$ cat src/rtl/rom_arbiter.sv
// Round-robin arbiter sharing one registered boot ROM between an instruction-fetch
// requester (m0) and a data-load requester (m1); one ROM transaction in flight at a time.
module rom_arbiter #(
  parameter int                ADDR_W    = 16,
  parameter int                DATA_W    = 32,
  parameter int                ROM_DEPTH = 7,
  parameter int                ROM_LAT   = 1,
  parameter logic [DATA_W-1:0] ERR_DATA  = {DATA_W{1'b1}}
) (
  input  logic              sys_clk,
  input  logic              sys_rst,
  input  logic              m0_stb_i,
  input  logic [ADDR_W-1:0] m0_addr_i,
  output logic              m0_ack_o,
  output logic              m0_err_o,
  output logic [DATA_W-1:0] m0_data_o,
  input  logic              m1_stb_i,
  input  logic [ADDR_W-1:0] m1_addr_i,
  output logic              m1_ack_o,
  output logic              m1_err_o,
  output logic [DATA_W-1:0] m1_data_o,
  output logic              rom_stb_o,
  output logic [ADDR_W-1:0] rom_addr_o,
  input  logic [DATA_W-1:0] rom_data_i,
  output logic              busy_o
);

  localparam int                CNT_W   = $clog2(ROM_LAT + 1) + 1;
  localparam logic [ADDR_W-1:0] DEPTH_A = ADDR_W'(ROM_DEPTH);
  localparam logic [CNT_W-1:0]  LAT_C   = CNT_W'(ROM_LAT);

  typedef enum logic [1:0] {
    S_IDLE,
    S_WAIT,
    S_RESP
  } state_t;

  state_t            state;
  state_t            state_next;
  logic              grant;       // 0 = m0, 1 = m1
  logic              last_grant;
  logic              req_any;
  logic              pick;
  logic              in_range;
  logic [ADDR_W-1:0] pick_addr;
  logic [CNT_W-1:0]  cnt;

  // On a tie the requester that was not served last wins.
  always_comb begin
    req_any   = m0_stb_i | m1_stb_i;
    pick      = (m0_stb_i & m1_stb_i) ? ~last_grant : m1_stb_i;
    pick_addr = pick ? m1_addr_i : m0_addr_i;
    in_range  = pick_addr < DEPTH_A;
  end

  // NOTE: sequential state uses non-blocking (<=) so every register samples pre-edge values.
  always_ff @(posedge sys_clk) begin
    if (sys_rst) state <= S_IDLE;
    else         state <= state_next;
  end

  // NOTE: state_next is defaulted first so no path through the case infers a latch.
  always_comb begin
    state_next = state;
    case (state)
      S_IDLE:  if (req_any) state_next = in_range ? S_WAIT : S_RESP;
      S_WAIT:  if (cnt == '0) state_next = S_RESP;
      S_RESP:  state_next = S_IDLE;
      default: state_next = S_IDLE;
    endcase
  end

  always_ff @(posedge sys_clk) begin
    if (sys_rst) begin
      grant      <= 1'b0;
      last_grant <= 1'b1;
      cnt        <= '0;
      rom_stb_o  <= 1'b0;
      rom_addr_o <= '0;
      m0_ack_o   <= 1'b0;
      m0_err_o   <= 1'b0;
      m0_data_o  <= '0;
      m1_ack_o   <= 1'b0;
      m1_err_o   <= 1'b0;
      m1_data_o  <= '0;
    end else begin
      // Acks are registered on entry to RESP, so they last exactly that one cycle.
      m0_ack_o <= 1'b0;
      m0_err_o <= 1'b0;
      m1_ack_o <= 1'b0;
      m1_err_o <= 1'b0;
      case (state)
        S_IDLE: begin
          if (req_any) begin
            grant      <= pick;
            last_grant <= pick;
            if (in_range) begin
              rom_stb_o  <= 1'b1;
              rom_addr_o <= pick_addr;
              cnt        <= LAT_C;
            end else if (pick) begin
              m1_ack_o  <= 1'b1;
              m1_err_o  <= 1'b1;
              m1_data_o <= ERR_DATA;
            end else begin
              m0_ack_o  <= 1'b1;
              m0_err_o  <= 1'b1;
              m0_data_o <= ERR_DATA;
            end
          end
        end
        S_WAIT: begin
          if (cnt == '0) begin
            rom_stb_o <= 1'b0;
            if (grant) begin
              m1_ack_o  <= 1'b1;
              m1_data_o <= rom_data_i;
            end else begin
              m0_ack_o  <= 1'b1;
              m0_data_o <= rom_data_i;
            end
          end else begin
            cnt <= cnt - CNT_W'(1);
          end
        end
        default: ;
      endcase
    end
  end

  assign busy_o = (state != S_IDLE);

endmodule

$ cat config.mk
export PLATFORM = sky130hd
export DESIGN_NAME = rom_arbiter
export DESIGN_NICKNAME = d
export VERILOG_FILES = /design/src/rtl/rom_arbiter.sv
export SDC_FILE = /design/constraint.sdc
export NUM_CORES = 1
export LEC_CHECK = 0
export CORE_AREA = 2 2 99 101
export DETAILED_ROUTE_END_ITERATION = 12
export DIE_AREA = 0 0 101 103
export PLACE_DENSITY = 0.86
export SLEW_MARGIN = 20
export SYNTH_ARGS = -nofsm -noshare
export SYNTH_HDL_FRONTEND = slang
export SYNTH_SLANG_ARGS = --single-unit
$ cat constraint.sdc
create_clock -name sys_clk -period 4.7 [get_ports sys_clk]
set_clock_uncertainty 0.2 [all_clocks]
set_input_delay 1.41 -clock sys_clk [delete_from_list [all_inputs] [get_ports sys_clk]]
set_output_delay 1.41 -clock sys_clk [all_outputs]
set_load 0.01 [all_outputs]
Yosys cells after proc, flatten, opt, wreduce, memory -nomap -nowiden
Cells that the tools add are included.
Word-level totals
  word-level logic and storage cells: 78
  input port bits: 68
  output and inout port bits: 86
  flip-flop bits (word level): 91
Cells by class
  bitwise operators: 4
  order comparisons: 1
  multiplexer cells: 38
  reduce and logical (&&, ||, !) cells: 12
  add/sub/neg operators: 1
  equality and inequality tests: 10
Operators by type and width (number)
  2-to-1 mux 32 bit: 10
  case mux 32 bit (2 select lines): 2
  != test 2 bit (second input constant): 9
  less-than comparator 16 x 3 -> 1 bit (second input constant): 1
  2-to-1 mux 16 bit: 1
  2-to-1 mux 1 bit: 14
  2-to-1 mux 2 bit: 6
  AND reduction 6 bit: 2
  case mux 2 bit (2 select lines): 2
  AND reduction 4 bit: 2
  case mux 1 bit (2 select lines): 3
  zero test 2 bit: 2
  AND reduction 2 bit: 2
  nonzero test 2 bit: 2
  AND reduction 3 bit: 1
  equality test 2 x 1 -> 1 bit (second input constant): 1
  NOT 1 bit: 2
  OR reduction 2 bit: 1
  subtractor 2 x 1 -> 2 bit (second input constant): 1
  AND 1 bit: 1
  OR 1 bit: 1

Logic depth before layout (Yosys ltp)
Gate-level depths: netlist (run 1).
  word-level depth: 7
  depth in mapped cells: 7
  gate-level depth less buffers: 6

Worst setup path before layout (run 1)
No wires, ideal clock.
  path type: input-to-reg
  start point: in m0_stb_i
  end point: reg m0_data_o[1]
  stages: 5
  arrival: 2.569 ns
  library setup time: 0.142 ns
  data required time: 4.358 ns
  setup slack: 1.790 ns
  path buffers: 1
  cell sequence: or3b_4 > o22ai_4 > buf_8 > mux2i_1 > a211oi_2
Between the ends
  word-level cells in the longest chain between the ends: 6
  elaborated cells between the ends (all ways): 9
  classes of those cells: order compare: 1; eq/ne: 3; mux: 2; bitwise: 2; reduce/logical: 1
Ends and longest elaborated chain
  from (decl): RTL line 12  | input logic m0_stb_i,
  AND 1 bit: RTL line 51  | pick = (m0_stb_i & m1_stb_i) ? ~last_grant : m1_stb_i;
  2-to-1 mux 1 bit: RTL line 51
  2-to-1 mux 16 bit: RTL line 52  | pick_addr = pick ? m1_addr_i : m0_addr_i;
  less-than comparator 16 x 3 -> 1 bit: RTL line 53  | in_range = pick_addr < DEPTH_A;
  != test 2 bit (no source line)
  AND reduction 6 bit (no source line) (*)
  to (signal assigned): RTL line 120  | m0_data_o <= rom_data_i;
  to (decl): RTL line 16  | output logic [DATA_W-1:0] m0_data_o,
Mark *: on every way between the ends. The rest lies on a longest branch, timed or not.
A chain may end at the register's enable or synchronous reset.

Worst setup path in the final report (run 1)
  start point: in m0_stb_i
  end point: reg m0_data_o[20]
Same word-level chain as after synthesis.

==> results of run 1 <==
## synth_stat cells, drive strengths merged, types with 4 or more instances
cell type / count
dfxtp: 91
nand2: 17
mux2i: 64
nor4: 6
inv: 5
nor2: 68
or2b: 20
a211oi: 64
a21oi: 8
o22ai: 4
and3: 13
buf: 11
clkbuf: 22
nand2b: 13
## worst max-delay path, stage by stage
cell	delay [ns]
clkdlybuf4s50_1	0.56
or3b_4	0.44
o22ai_4	0.17
buf_4	0.53
mux2i_1	0.30
a211oi_2	0.07
## report_power, final
part	internal, uW	switching, uW	leakage [uW]	total (uW)
clock network	206	307	0.0000947	513
logic	357	322	0.00133	679
registers	857	66.7	0.000750	924
total	1420	696	0.00218	2120
## per-layer routing
metal  GRT usage (%)  routed length, um
met1            26.0               4870
met2            35.4               5260
met3            6.64                862
met4            4.78                 74
met5               0                  0
## cell type report
| type | count | area (um^2) |
|---|---|---|
| Fill cell | 731 | 3390 |
| Clock buffer | 9 | 124 |
| Clock inverter | 7 | 65.1 |
| Multi-Input combinational cell | 308 | 2310 |
| Tap cell | 114 | 143 |
| Timing Repair Buffer | 157 | 1580 |
| Inverter | 5 | 18.8 |
| Sequential cell | 91 | 1820 |
## kinds of logic (layout without fill, tap and decap cells)
kind of cell / after synthesis / in the layout
flip-flops: 91 / 91
AO/OA/AOI/OAI: 86 / 86
adder cells (fa/ha/maj): 1 / 1
buffers and inverters: 38 / 178
AND/OR/NAND/NOR: 154 / 154
multiplexers: 67 / 67
## registers in the layout, indices dropped and copies added, names as in the netlist, 2 cells and up
register    count
m1_data_o      32
m0_data_o      32
rom_addr_o     16
state           2
cnt             2
## worst paths after layout
path	cells past startpoint	end	startpoint	slack, ns
setup / recovery	6	m0_data_o[20]$_SDFFE_PP0P_	m0_stb_i	1.19
hold / removal	2	rom_stb_o$_SDFFE_PP0P_	rom_stb_o$_SDFFE_PP0P_	0.26
setup reg to reg	7	m1_data_o[8]$_SDFFE_PP0P_	state[1]$_SDFFE_PP0P_	1.87
hold reg to reg	2	rom_stb_o$_SDFFE_PP0P_	rom_stb_o$_SDFFE_PP0P_	0.26
## metrics by stage
step / setup WS (ns) / instances
floorplan: 1.79 / 437
global placement: 0.929 / 675
detailed placement: 0.842 / 675
CTS: 1.22 / 691
global route: 1.13 / 691
finish: 1.19 / 691
==> impl_results.md, run 1 <==
- Yosys warnings: 0
- Mapped Area: 0.00445 mm^2
- H-tree Lvls: 3
- Sequential fraction of the synthesis area: 41.0%
- Chip Height: 103 um
- Cell Pwr Density: 349 mW/mm^2
- Syn nets: 506
- Clock tree buffer depth: 2
- Fin crit share: 74.6%
- Simple-Gate Fraction of Synth Area: 18.1%
- Boundary Pins: 154
- Resize count post-CTS: 0
- Largest cells by area after synthesis: dfxtp_1 41%, mux2i_1 14%, a211oi_2 8.2%
- Global-route wire length before repair: 17.4 mm
- Design Area, Final: 0.00607 mm^2
- Final Power: 2120 uW
- CP max FO: 33
- Area grow syn2layout: 36.4%
- End-of-flow core utilization: 64.1%
- Fraction of layout cells with a size suffix above 1: 14.6%
- XOR/XNOR share of the synthesized area: 0%
- Top cell type's share of synthesized area: 41.0%
- Ys async rst share: 0%
- Clk slew on worst S/H paths: 0.10 ns
- Fraction of synthesized area in multiplexers: 15.2%
- Fmax: 285 MHz
- Die area: 0.0104 mm^2
- Die Wd: 101 um
- Row cnt: 36
- Avg Synthesized Cell Area: 10.2 um^2
- Worst relative slew slack: 32.4%
- Core area: 0.00946 mm^2
- Synth Register Bits: 91
- DRT antenna net count: 0
- RSZ-0062 raised after global routing: no
- Worst setup SP type: input port
- Yosys cell types: 42
- Largest family of logic cells by synthesized area: compound AO/OA/AOI/OAI gates
- Count of final max-slew check failures: 0
- Routed vias/inst: 5.42
- Worst slew pin tran: 1.01 ns
- Status: finished clean
- CTS Buf Count: 9
- CTS sink count: 91
- Adder-Cell Fraction of Synth Area: 0.281%
- Gr ovfl total: 0
- Ant diodes: 0
- Max cap viols: 0
- Hold Worst Slack: 0.265 ns
- Post-synth EDFFs: 0
- Setup Buffers After CTS: 0
- Hold Fails Final Rpt: 0
- WL per Instance: 16.0 um
- Gr usage total: 20.8%
- Worst skew pair latency: 0.35 ns
- Compound-Gate Fraction of Synth Area: 18.2%
- Final layout net count: 641
- CTS tree: done
- Initial antenna violation count: 0
- Critical Path RT: 4.70 ns
- Tightest Hold Check Type: flop to flop
- Largest net degree at the start of global routing: 79
- CP Class: input port to flop
- Lkg Pwr: 0.00218 uW
- Setup_tns: 0 ns
- I/O Buffers: 153
- Placement Cell Area: 0.00588 mm^2
- Starting Density: 47.0%
- Gpl congestion: 0.751
- DRC Markers: 0
- Final wirelength: 11.1 mm
- # setup viols final: 0
- Synth area leader: dfxtp_1
- Ys flop type: dfxtp_1
- Peak supply drop: 0.227 mV
- Vias in the first global route: 3,652
- DRT Pass-1 Iters: 4
- Most common library cell in the layout ignoring fill and taps: clkdlybuf4s50_1
- DP HPWL: 7.24 mm
- Most frequent cells in the layout: 152 x clkdlybuf4s50_1, 91 x dfxtp_1, 67 x nor2_1
- Crit. End Element: flop
- Minimum clock period: 3.51 ns
- Initial DRC Count: 121
- Clock root buffer: clkbuf_8
- Worst Path Arrival: 3.50 ns
- Vias: 3,746
- Gate Count Post-Synth: 437
- Cts hold-fix bufs: 0
Note: power is estimated with default switching activity, not from simulation.
==> inputs of run 2 (changes only) <==
CORE_AREA = 2 2 108 110   (was 2 2 99 101)
DIE_AREA = 0 0 110 112   (was 0 0 101 103)
PLACE_DENSITY = 0.77   (was 0.86)
clock period = 3.15 ns   (was 4.7 ns; I/O delays follow)
==> impl_results.md, run 2 (synthesis results as in run 1) <==
- R2R setup slack: 1.08 ns (-0.79 ns)
- WL per Instance: 15.9 um (-0.65%)
- Starting Density: 39.8% (-7.2 points)
- # setup viols final: 0 (unchanged)
- Row cnt: 39 (+8.3%)
- DRT antenna net count: 0 (unchanged)
- Critical Path RT: 3.17 ns (-1.53 ns)
- Gr ovfl total: 0 (unchanged)
- Fmax: 363 MHz
- DRC Markers: 0 (unchanged)
- Cell Pwr Density: 555 mW/mm^2 (+59%)
- Vias in the first global route: 3,769 (+3.2%)
- DP HPWL: 7.89 mm (+8.9%)
- Gpl congestion: 0.781 (+4.0%)
- Final wirelength: 11.6 mm (+4.7%)
- CTS tree: done
- CP max FO: 17 (-48%)
- Hold Fails Final Rpt: 0 (unchanged)
- Count of final max-slew check failures: 0 (unchanged)
- Fillers: 973 (+33%)
- Cts hold-fix bufs: 0 (unchanged)
- Largest regs: m0_data_o: 32 flops, m1_data_o: 32 flops, rom_addr_o: 16 flops
- Final layout net count: 649 (+1.2%)
- Core area: 0.0112 mm^2 (+18%)
- Clock root buffer: clkbuf_16
- Worst Path Arrival: 2.77 ns (-0.73 ns)
- Tightest Hold Check Type: flop to flop
- Worst skew pair latency: 0.33 ns (-0.02 ns)
- Largest net degree at the start of global routing: 69 (-13%)
- Fin cells: 728 (+5.4%)
- Global-route wire length before repair: 18.7 mm (+7.2%)
- Initial DRC Count: 141 (+17%)
- DRT Pass-1 Iters: 6 (+2)
- Clk slew on worst S/H paths: 0.06 ns (-0.04 ns)
- Worst relative slew slack: 49.7% (+17 points)
- Ant diodes: 0 (unchanged)
- H-tree Lvls: 3 (unchanged)
- Worst setup SP type: input port
- End-of-flow core utilization: 56.5% (-7.6 points)
- Setup Buffers After CTS: 0 (unchanged)
- Minimum clock period: 2.76 ns
- Hold Worst Slack: 0.274 ns (+0.00946 ns)
- Routed vias/inst: 5.13 (-5.3%)
- I/O Buffers: 153 (unchanged)
- CTS Buf Count: 9 (unchanged)
- CP Class: input port to flop
- Peak supply drop: 0.268 mV (+18%)
- Lkg Pwr: 0.00228 uW (+4.6%)
- Worst slew pin tran: 0.754 ns (-0.259 ns)
- RSZ-0062 raised after global routing: no
- Clock tree buffer depth: 2 (unchanged)
- Most frequent cells in the layout: 152 x clkdlybuf4s50_1, 91 x dfxtp_1, 67 x nor2_1
- Placed Instances: 712 (+5.5%)
- Fraction of layout cells with a size suffix above 1: 15.6% (+1.0 points)
- Initial antenna violation count: 0 (unchanged)
- Die area: 0.0123 mm^2 (+18%)
- Crit. End Element: flop
- Max cap viols: 0 (unchanged)
- Die Wd: 110 um (+8.9%)
- Vias: 3,736 (-0.27%)
- Area grow syn2layout: 41.9%
- CTS sink count: 91 (unchanged)
- Status: finished clean
- Fin crit share: 87.5%
- Most common library cell in the layout ignoring fill and taps: clkdlybuf4s50_1
- Chip Height: 112 um (+8.7%)
- Gr usage total: 19.0% (-1.8 points)
- Setup_tns: 0 ns (unchanged)
- Resize count post-CTS: 0 (unchanged)
- Boundary Pins: 154 (unchanged)
## run 2: cell type report
type                    count  area, um^2  share of cell area (%)
repair buffers            165        1680                    26.6
clock inverters             5        60.1                   0.951
inverters                   5        18.8                   0.297
flip-flops and latches     91        1820                    28.9
clock buffers              11         243                    3.84
multi-input cells         308        2310                    36.6
well taps                 143         179                    2.83
## run 2: path summary, 6_finish.rpt
check / start / end / cells after the start
max: m1_stb_i / rom_addr_o[1]$_SDFFE_PP0P_ / 5
min: rom_stb_o$_SDFFE_PP0P_ / rom_stb_o$_SDFFE_PP0P_ / 2
max reg2reg: cnt[0]$_SDFFE_PP0P_ / m1_data_o[26]$_SDFFE_PP0P_ / 7
min reg2reg: rom_stb_o$_SDFFE_PP0P_ / rom_stb_o$_SDFFE_PP0P_ / 2
## run 2: metrics by stage
stage	power [uW]	worst slack, ns	cell area, um^2
after floorplan	2030	0.705	4450
after global placement	2420	0.113	6010
after detailed placement	2450	0.0561	6010
after CTS	3540	0.400	6310
after global routing	3690	0.325	6310
final	3510	0.394	6310
## run 2: power breakdown
group	switching [uW]	leakage (uW)	internal, uW	total [uW]
Combinational	487	0.00138	553	1040
Sequential	101	0.000750	1280	1380
Clock	444	0.000147	641	1080
## run 2: worst max-delay path, stage by stage
cell and delay (ns):
clkdlybuf4s50_1 0.47, or2_2 0.37, nand4_1 0.10, o32a_1 0.49, mux2_2 0.40
## run 2: metal layers
metal,track usage [%],up-vias,share of wire [%]
met3,6.15,15,7.2
met1,24.6,1743,45
met5,0,-,0
met4,4.89,0,1.2
li1,-,1852,-
met2,30.4,126,47
